===== src/rtl/uart_rx_frontend_if.sv =====
// Byte handshake between the UART receive front end and its consumer (the UART MMIO read path).
// The producer (master) drives data_out/data_out_valid; the consumer (slave) drives data_out_ready.
interface uart_rx_frontend_if;
  logic [7:0] data_out;
  logic       data_out_valid;
  logic       data_out_ready;

  modport master (
    output data_out,
    output data_out_valid,
    input  data_out_ready
  );

  modport slave (
    input  data_out,
    input  data_out_valid,
    output data_out_ready
  );
endinterface


===== src/rtl/uart_rx_frontend.sv =====
// 8N1 UART receiver: 2-flop synchroniser, mid-bit sampling FSM, ready/valid byte output, framing/overrun flags.
// Optional `UART_RX_PARITY_EN adds an even-parity bit between bit 7 and the stop bit.
module uart_rx_frontend #(
  parameter int CLOCK_FREQ = 50_000_000,
  parameter int BAUD_RATE  = 115_200
) (
  input  logic                clk,
  input  logic                rst,
  input  logic                serial_in,
  uart_rx_frontend_if.master  rx_if,
  output logic                framing_error,
  output logic                overrun
);

  localparam int SYMBOL_EDGE_TIME    = CLOCK_FREQ / BAUD_RATE;
  localparam int SAMPLE_TIME         = SYMBOL_EDGE_TIME / 2;
  localparam int CLOCK_COUNTER_WIDTH = $clog2(SYMBOL_EDGE_TIME);

  localparam logic [CLOCK_COUNTER_WIDTH-1:0] CNT_WRAP   = CLOCK_COUNTER_WIDTH'(SYMBOL_EDGE_TIME - 1);
  localparam logic [CLOCK_COUNTER_WIDTH-1:0] CNT_SAMPLE = CLOCK_COUNTER_WIDTH'(SAMPLE_TIME);

  localparam logic [2:0] S_IDLE      = 3'd0;
  localparam logic [2:0] S_START     = 3'd1;
  localparam logic [2:0] S_DATA      = 3'd2;
  localparam logic [2:0] S_STOP      = 3'd3;
  localparam logic [2:0] S_WAIT_IDLE = 3'd4;
`ifdef UART_RX_PARITY_EN
  localparam logic [2:0] S_PARITY    = 3'd5;
`endif

  logic                           sync1_q, sync2_q;
  logic [2:0]                     state_q, state_d;
  logic [CLOCK_COUNTER_WIDTH-1:0] clk_cnt_q, clk_cnt_d;
  logic [2:0]                     bit_cnt_q, bit_cnt_d;
  logic [7:0]                     shreg_q, shreg_d;
  logic [7:0]                     data_q, data_d;
  logic                           valid_q, valid_d;
  logic                           ferr_q, ferr_d;
  logic                           ovr_q, ovr_d;

  logic rx_s;
  logic sample;
  logic accept;

  assign rx_s   = sync2_q;
  assign sample = (clk_cnt_q == CNT_SAMPLE);
  assign accept = valid_q && rx_if.data_out_ready;

  always_comb begin
    state_d   = state_q;
    clk_cnt_d = (clk_cnt_q == CNT_WRAP) ? '0 : clk_cnt_q + 1'b1;
    bit_cnt_d = bit_cnt_q;
    shreg_d   = shreg_q;
    data_d    = data_q;
    valid_d   = valid_q;
    ferr_d    = 1'b0;
    ovr_d     = ovr_q;

    // A commit in STOP below overrides this, keeping valid high across a same-edge accept.
    if (accept) begin
      valid_d = 1'b0;
      ovr_d   = 1'b0;
    end

    case (state_q)
      S_IDLE: begin
        if (!rx_s) begin
          state_d   = S_START;
          clk_cnt_d = '0;
        end
      end
      S_START: begin
        if (sample) begin
          if (rx_s) begin
            state_d = S_IDLE;
          end else begin
            state_d   = S_DATA;
            bit_cnt_d = '0;
          end
        end
      end
      S_DATA: begin
        if (sample) begin
          shreg_d   = {rx_s, shreg_q[7:1]};
          bit_cnt_d = bit_cnt_q + 3'd1;
          if (bit_cnt_q == 3'd7) begin
`ifdef UART_RX_PARITY_EN
            state_d = S_PARITY;
`else
            state_d = S_STOP;
`endif
          end
        end
      end
`ifdef UART_RX_PARITY_EN
      S_PARITY: begin
        if (sample) begin
          if (^{shreg_q, rx_s}) begin
            ferr_d  = 1'b1;
            state_d = S_WAIT_IDLE;
          end else begin
            state_d = S_STOP;
          end
        end
      end
`endif
      S_STOP: begin
        if (sample) begin
          if (rx_s) begin
            if (!valid_q || rx_if.data_out_ready) begin
              data_d  = shreg_q;
              valid_d = 1'b1;
            end else begin
              ovr_d = 1'b1;
            end
            state_d = S_IDLE;
          end else begin
            ferr_d  = 1'b1;
            state_d = S_WAIT_IDLE;
          end
        end
      end
      S_WAIT_IDLE: begin
        if (rx_s) state_d = S_IDLE;
      end
      default: state_d = S_IDLE;
    endcase
  end

  always_ff @(posedge clk or negedge rst) begin
    if (!rst) begin
      sync1_q   <= 1'b1;
      sync2_q   <= 1'b1;
      state_q   <= S_IDLE;
      clk_cnt_q <= '0;
      bit_cnt_q <= '0;
      shreg_q   <= '0;
      data_q    <= '0;
      valid_q   <= 1'b0;
      ferr_q    <= 1'b0;
      ovr_q     <= 1'b0;
    end else begin
      sync1_q   <= serial_in;
      sync2_q   <= sync1_q;
      state_q   <= state_d;
      clk_cnt_q <= clk_cnt_d;
      bit_cnt_q <= bit_cnt_d;
      shreg_q   <= shreg_d;
      data_q    <= data_d;
      valid_q   <= valid_d;
      ferr_q    <= ferr_d;
      ovr_q     <= ovr_d;
    end
  end

  assign rx_if.data_out       = data_q;
  assign rx_if.data_out_valid = valid_q;
  assign framing_error        = ferr_q;
  assign overrun              = ovr_q;

endmodule


===== src/flat_wrapper.sv =====
// flat-port wrapper written by rule: the top's interface ports become plain ports
module uart_rx_frontend_flat 
#(
  parameter int CLOCK_FREQ = 50_000_000,
  parameter int BAUD_RATE  = 115_200
)
  (clk, rst, serial_in, framing_error, overrun, rx_if_data_out, rx_if_data_out_valid, rx_if_data_out_ready);
  uart_rx_frontend_if rx_if_i ();
  input  logic clk;
  input  logic rst;
  input  logic serial_in;
  output logic framing_error;
  output logic overrun;
  output wire logic [$bits(rx_if_i.data_out)-1:0] rx_if_data_out;
  output wire logic [$bits(rx_if_i.data_out_valid)-1:0] rx_if_data_out_valid;
  input wire logic [$bits(rx_if_i.data_out_ready)-1:0] rx_if_data_out_ready;
  assign rx_if_data_out = rx_if_i.data_out;
  assign rx_if_data_out_valid = rx_if_i.data_out_valid;
  assign rx_if_i.data_out_ready = rx_if_data_out_ready;
  uart_rx_frontend #(.CLOCK_FREQ(CLOCK_FREQ), .BAUD_RATE(BAUD_RATE)) u_core (.clk(clk), .rst(rst), .serial_in(serial_in), .rx_if(rx_if_i), .framing_error(framing_error), .overrun(overrun));
endmodule

===== config.mk =====
export PLATFORM = sky130hd
export DESIGN_NAME = uart_rx_frontend_flat
export DESIGN_NICKNAME = d
export VERILOG_FILES = /design/src/rtl/uart_rx_frontend_if.sv /design/src/rtl/uart_rx_frontend.sv /design/src/flat_wrapper.sv
export SDC_FILE = /design/constraint.sdc
export NUM_CORES = 1
export LEC_CHECK = 0
export BUFFER_PORTS_ARGS = -buffer_cell sky130_fd_sc_hd__buf_2
export CAP_MARGIN = 40
export CORE_UTILIZATION = 50
export CTS_CLUSTER_DIAMETER = 200
export DETAILED_ROUTE_END_ITERATION = 12
export PLACE_DENSITY_LB_ADDON = 0.08
export SYNTH_ARGS = -nofsm -noshare
export SYNTH_HDL_FRONTEND = slang
export SYNTH_SLANG_ARGS = --single-unit

===== constraint.sdc =====
create_clock -name clk -period 2.25 [get_ports clk]
set_input_delay 0.1125 -clock clk [delete_from_list [all_inputs] [get_ports clk]]
set_output_delay 0.1125 -clock clk [all_outputs]
set_load 0.05 [all_outputs]

== Word level (Yosys, flattened, before mapping) ==
Index checks and enable logic that the tools add are counted.
W data, S select, Z words.

* Reduce and logical (&&, ||, !) cells: 9
* $add $sub $neg: 2
* Multiplexer cells: 29
* Equality and inequality tests: 14

{| class="wikitable"
|+ Operators with widths
! cell !! count
|-
| $mux W3 || 10
|-
| $mux W9 || 3
|-
| $pmux W3 S5 || 1
|-
| $mux W1 || 13
|-
| $ne A2 B1 Y1 const B || 5
|-
| $add A9 B1 Y9 const B || 1
|-
| $eq A9 B8 Y1 const B || 1
|-
| $eq A9 B9 Y1 const B || 1
|-
| $reduce_and A4 Y1 || 2
|-
| $eq A3 B2 Y1 const B || 2
|-
| $eq A3 B3 Y1 const B || 2
|-
| $pmux W3 S2 || 1
|-
| $reduce_and A6 Y1 || 1
|-
| $ne A2 B2 Y1 const B || 2
|-
| $add A3 B1 Y3 const B || 1
|-
| $eq A3 B1 Y1 const B || 1
|-
| $logic_not A3 Y1 || 1
|-
| $mux W2 || 1
|-
| $reduce_and A2 Y1 || 1
|-
| $reduce_bool A2 Y1 || 1
|-
| $logic_and A1 B1 Y1 || 1
|-
| $logic_not A1 Y1 || 1
|-
| $logic_or A1 B1 Y1 || 1
|}

* Register bits after elaboration: 36
* Word-level logic and storage cells: 64
* Bits of input ports: 4

== Depth between registers and ports, before layout ==
* Depth after elaboration: 6
* Depth in mapped cells: 6

== Worst setup path after synthesis ==
No wires, ideal clock.

* Path type: reg-to-reg
* From: reg u_core.clk_cnt_q[1]
* To: reg u_core.shreg_q[0]
* Period minus slack after synthesis: 1.887 ns
* Setup slack: 0.363 ns
* Arrival time: 1.762 ns
* Path buffers: 1
* Setup time: 0.125 ns
* Cell stages (with the launch flop): 7
* Cell sequence: dfrtp_1 inv_1 ha_1 nand4b_4 or4_4 buf_6 mux2_4

* Word-level cells in the longest chain between the ends: 2

{| class="wikitable"
|+ RTL lines
! element !! line !! source
|-
| start, declared || uart_rx_frontend.sv:33 || <nowiki>logic [CLOCK_COUNTER_WIDTH-1:0] clk_cnt_q, clk_cnt_d;</nowiki>
|-
| start signal, assigned || uart_rx_frontend.sv:146 || <nowiki>clk_cnt_q <= clk_cnt_d;</nowiki>
|-
| $eq A9 B8 Y1 || uart_rx_frontend.sv:46 || <nowiki>assign sample = (clk_cnt_q == CNT_SAMPLE);</nowiki>
|-
| $reduce_and A2 Y1 (no line) || -- ||
|-
| end signal, assigned || uart_rx_frontend.sv:148 || <nowiki>shreg_q <= shreg_d;</nowiki>
|-
| end, declared || uart_rx_frontend.sv:35 || <nowiki>logic [7:0] shreg_q, shreg_d;</nowiki>
|}

Every way passes these cells.
A chain may end at the register's enable or synchronous reset.

== Final worst setup path ==
* From: reg u_core.clk_cnt_q[1]
* To: reg u_core.shreg_q[3]

Same word-level chain as after synthesis.

==> flow_summary.yaml <==
outcome:
  status: "finished clean"
synthesis:
  synth_flop_cell: "dfrtp_1"
  synthCells: 124
  yosysTopAreaCell: "dfrtp_1"
  yosysTopAreaCellShare: 0.514
  synth_cell_types: 40
  yosysSeqAreaShare: 0.546
  syn_area_um2: 1660
  synth_fp_nets: 132
  syn_avg_cell_area_um2: 13.3
  synth_edf_count: 0
  synth_seq_cells: 36
  yosys_warnings: 0
  synthArstFlopShare: 1.00
  synth.top_cells.by_area: "dfrtp_1 (51%), mux2_2 (8.2%), mux2_4 (4.5%)"
critical_path:
  path_max_fanout: 5
  slowest_delay_ns: 0.62
  criticalPathCategory: "flip-flop to flip-flop"
  crit_slowest_cell: "or4_4"
  required_ns: 2.48
  ff2ff_path_depth: 5
  worstSetupEndpointType: "flip-flop"
  r2r-start: "u_core.clk_cnt_q[1]$_DFF_PN0_"
  cp.arrival_ns: 2.17
  cp_cell_sequence: "inv_1 -> ha_1 -> nand4b_4 -> or4_4 -> mux2_4"
  r2r_end: "u_core.shreg_q[3]$_DFFE_PN0P_"
  r2r_slack_ns: 0.31
  start_kind: "flip-flop"
floorplan:
  core-area_um2: 3100
  die_y_um: 59.5
  die_w_um: 59.5
  start_util: 0.533
  fp.dieArea_um2: 3550
  ioPinCount: 15
  rows: 20
place:
  io_buffers: 14
  placed_area_um2: 1770
  dp_hpwl_mm: 1.88
  routabilityCongestion: 0.756
layout:
  final_area_um2: 1860
  multi_input_area_um2: 713
  synthToLayoutAreaGrowth_pct: 12.6
  diodes: 0
  layout.nets: 153
  finish.utilization: 0.601
  n_fill_cell: 278
  seq_area_um2: 903
  layout-drive-gt1-share: 0.329
routing:
  wl_met3_um: 141
  m1WireLength_mm: 1.35
  wl_met2_mm: 1.11
  routedWlPerCell_um: 14.0
  viasPerCell: 5.48
  postRouteAntennaNets: 0
  drt-initial-drc-count: 66
  wirelength_mm: 2.65
  dr.pass1.iters: 4
  top_layer: "met4"
  drc: 0
  vias: 1042
timing:
  slew_violations: 0
  setup_viol: 0
  finClkSkew_ns: 0.00830
  period_share: 0.861
  worst_pin_slew_ns: 0.772
  maxSlewHeadroom: 0.486
  min_period_ns: 1.94
  rsz0062_at_grt: "no"
  setup_tns_ns: 0
  hold_violations: 0
  clock.fmax_mhz: 516
min_path:
  hold_path_startpoint: "rx_if_data_out_ready"
  holdCritPathClass: "input pin to flip-flop"
  hold_depth: 3
  hold_end: "u_core.overrun$_DFF_PN0_"
clock_tree:
  cts_sinks: 36
  cts_buffers: 5
  root_buffer: "clkbuf_4"
  cts.clk_slew.worst_paths_ns: 0.10
  clock_path_buffers: 2
  insertion_delay_ns: 0.34
  cts_tree: "done"
  h-tree-depth: 2
  ctsResizeCount: 0
  cts_setup_buffers: 0
global_route:
  antenna_found_initial: 0
  grtUsageTotal: 0.180
  grt_max_degree: 37
  grt_overflow_total: 0
  grt_pass1_wl_mm: 4.55
  grt_pass1_vias: 928
job:
  drv.max_cap_violation_count: 0
power_and_ir_drop:
  peakVddDrop_mv: 0.339
  leakage_uw: 0.000900
  p_per_area_nw_per_um2: 599
==> area by class of cell <==
class                           count  share of cell area
Sequential cell                    36               0.485
Multi-Input combinational cell     80               0.383
Clock inverter                      2              0.0188
Tap cell                           44              0.0295
Inverter                            5              0.0101
Timing Repair Buffer               17              0.0523
Clock buffer                        6              0.0221
==> synthesized netlist by cell type, types with 2 or more instances <==
cell and n:
dfrtp_1 34, mux2_2 12, nor2_1 7, nand3_1 6, a21oi_1 5, inv_1 5, mux2_4 5, ha_1 4
nand2_1 4, o21ai_0 4, or3_1 4, a22o_1 2, and4bb_2 2, dfstp_2 2, nor3_1 2, xor2_1 2
==> metal layers <==
layer / up-vias / global-route usage
met5: - / 0
met3: 6 / 0.0655
met4: 0 / 0.0797
li1: 499 / -
met1: 509 / 0.263
met2: 28 / 0.238
==> kinds of logic after synthesis <==
family                   share of synthesized area
buffers and inverters                       0.0234
adder cells (fa/ha/maj)                     0.0302
AO/OA/AOI/OAI                               0.0854
AND/OR/NAND/NOR                              0.166
XOR/XNOR                                    0.0159
flip-flops                                   0.546
multiplexers                                 0.133
==> how the worst max path moves through the flow <==
stage                                            to  cells past startpoint  slack, ns                           from
4_1_cts               u_core.shreg_q[3]$_DFFE_PN0P_                      5       0.32  u_core.clk_cnt_q[1]$_DFF_PN0_
3_3_place_gp          u_core.shreg_q[0]$_DFFE_PN0P_                      5       0.36  u_core.clk_cnt_q[1]$_DFF_PN0_
5_1_grt        u_core.rx_if.data_out[2]$_DFFE_PN0P_                      6       0.24  u_core.clk_cnt_q[1]$_DFF_PN0_
6_report              u_core.shreg_q[3]$_DFFE_PN0P_                      5       0.31  u_core.clk_cnt_q[1]$_DFF_PN0_
2_1_floorplan         u_core.shreg_q[0]$_DFFE_PN0P_                      6       0.36  u_core.clk_cnt_q[1]$_DFF_PN0_
3_5_place_dp   u_core.rx_if.data_out[2]$_DFFE_PN0P_                      6       0.34  u_core.clk_cnt_q[1]$_DFF_PN0_
==> registers in the layout, summed over array words and instances (netlist names) <==
name and flops:
u_core.overrun 1, u_core.sync1_q 1, u_core.rx_if.data_out 8, u_core.framing_error 1, u_core.shreg_q 8, u_core.rx_if.data_out_valid 1
u_core.bit_cnt_q 3, u_core.rx_s 1, u_core.state_q 3, u_core.clk_cnt_q 9
==> report_power, final <==
part | switching, uW | total, uW | internal, uW | leakage, uW
clock | 211 | 444 | 233 | 0.0000422
combinational | 14.7 | 19.9 | 5.24 | 0.000377
sequential | 2.02 | 652 | 650 | 0.000481
total | 228 | 1120 | 888 | 0.000900
==> what timing repair did <==
| item | CTS | global route |
|---|---|---|
| hold buffers | 2 | 0 |
| setup endpoints to repair | 0 | 0 |
| hold endpoints to repair | 35 | 0 |
==> metrics by stage <==
step / total power (uW) / worst slack (ns) / instances / hold WS (ns)
4_1_cts: 1130 / 0.319 / 190 / 0.0226
6_report: 1120 / 0.313 / 190 / 0.0374
2_1_floorplan: 667 / 0.363 / 124 / -0.183
3_3_place_gp: 683 / 0.364 / 180 / 0.218
5_1_grt: 1160 / 0.238 / 190 / 0.0439
3_5_place_dp: 683 / 0.339 / 180 / 0.221
==> worst max-delay path: cells and delay by family, from the launching register on <==
| kind | cells | cell delay (ns) |
|---|---|---|
| flops | 1 | 0.43 |
| fa+ha+maj | 1 | 0.21 |
| simple gates | 2 | 0.80 |
| mux | 1 | 0.32 |
| buf+inv | 1 | 0.07 |
==> cells in the final DEF (no fill, tap or decap), types with 2 or more instances in the layout <==
| master | n |
|---|---|
| nand2_1 | 4 |
| dfstp_2 | 2 |
| a22o_1 | 2 |
| nand3_1 | 6 |
| nor3_1 | 2 |
| clkbuf_4 | 5 |
| dlygate4sd3_1 | 2 |
| and4bb_2 | 2 |
| dfrtp_1 | 34 |
| mux2_4 | 5 |
| o21ai_0 | 4 |
| xor2_1 | 2 |
| or3_1 | 4 |
| nor2_1 | 7 |
| buf_2 | 14 |
| ha_1 | 4 |
| a21oi_1 | 5 |
| mux2_2 | 12 |
| inv_1 | 5 |
Power figures use the tool's default switching activity.
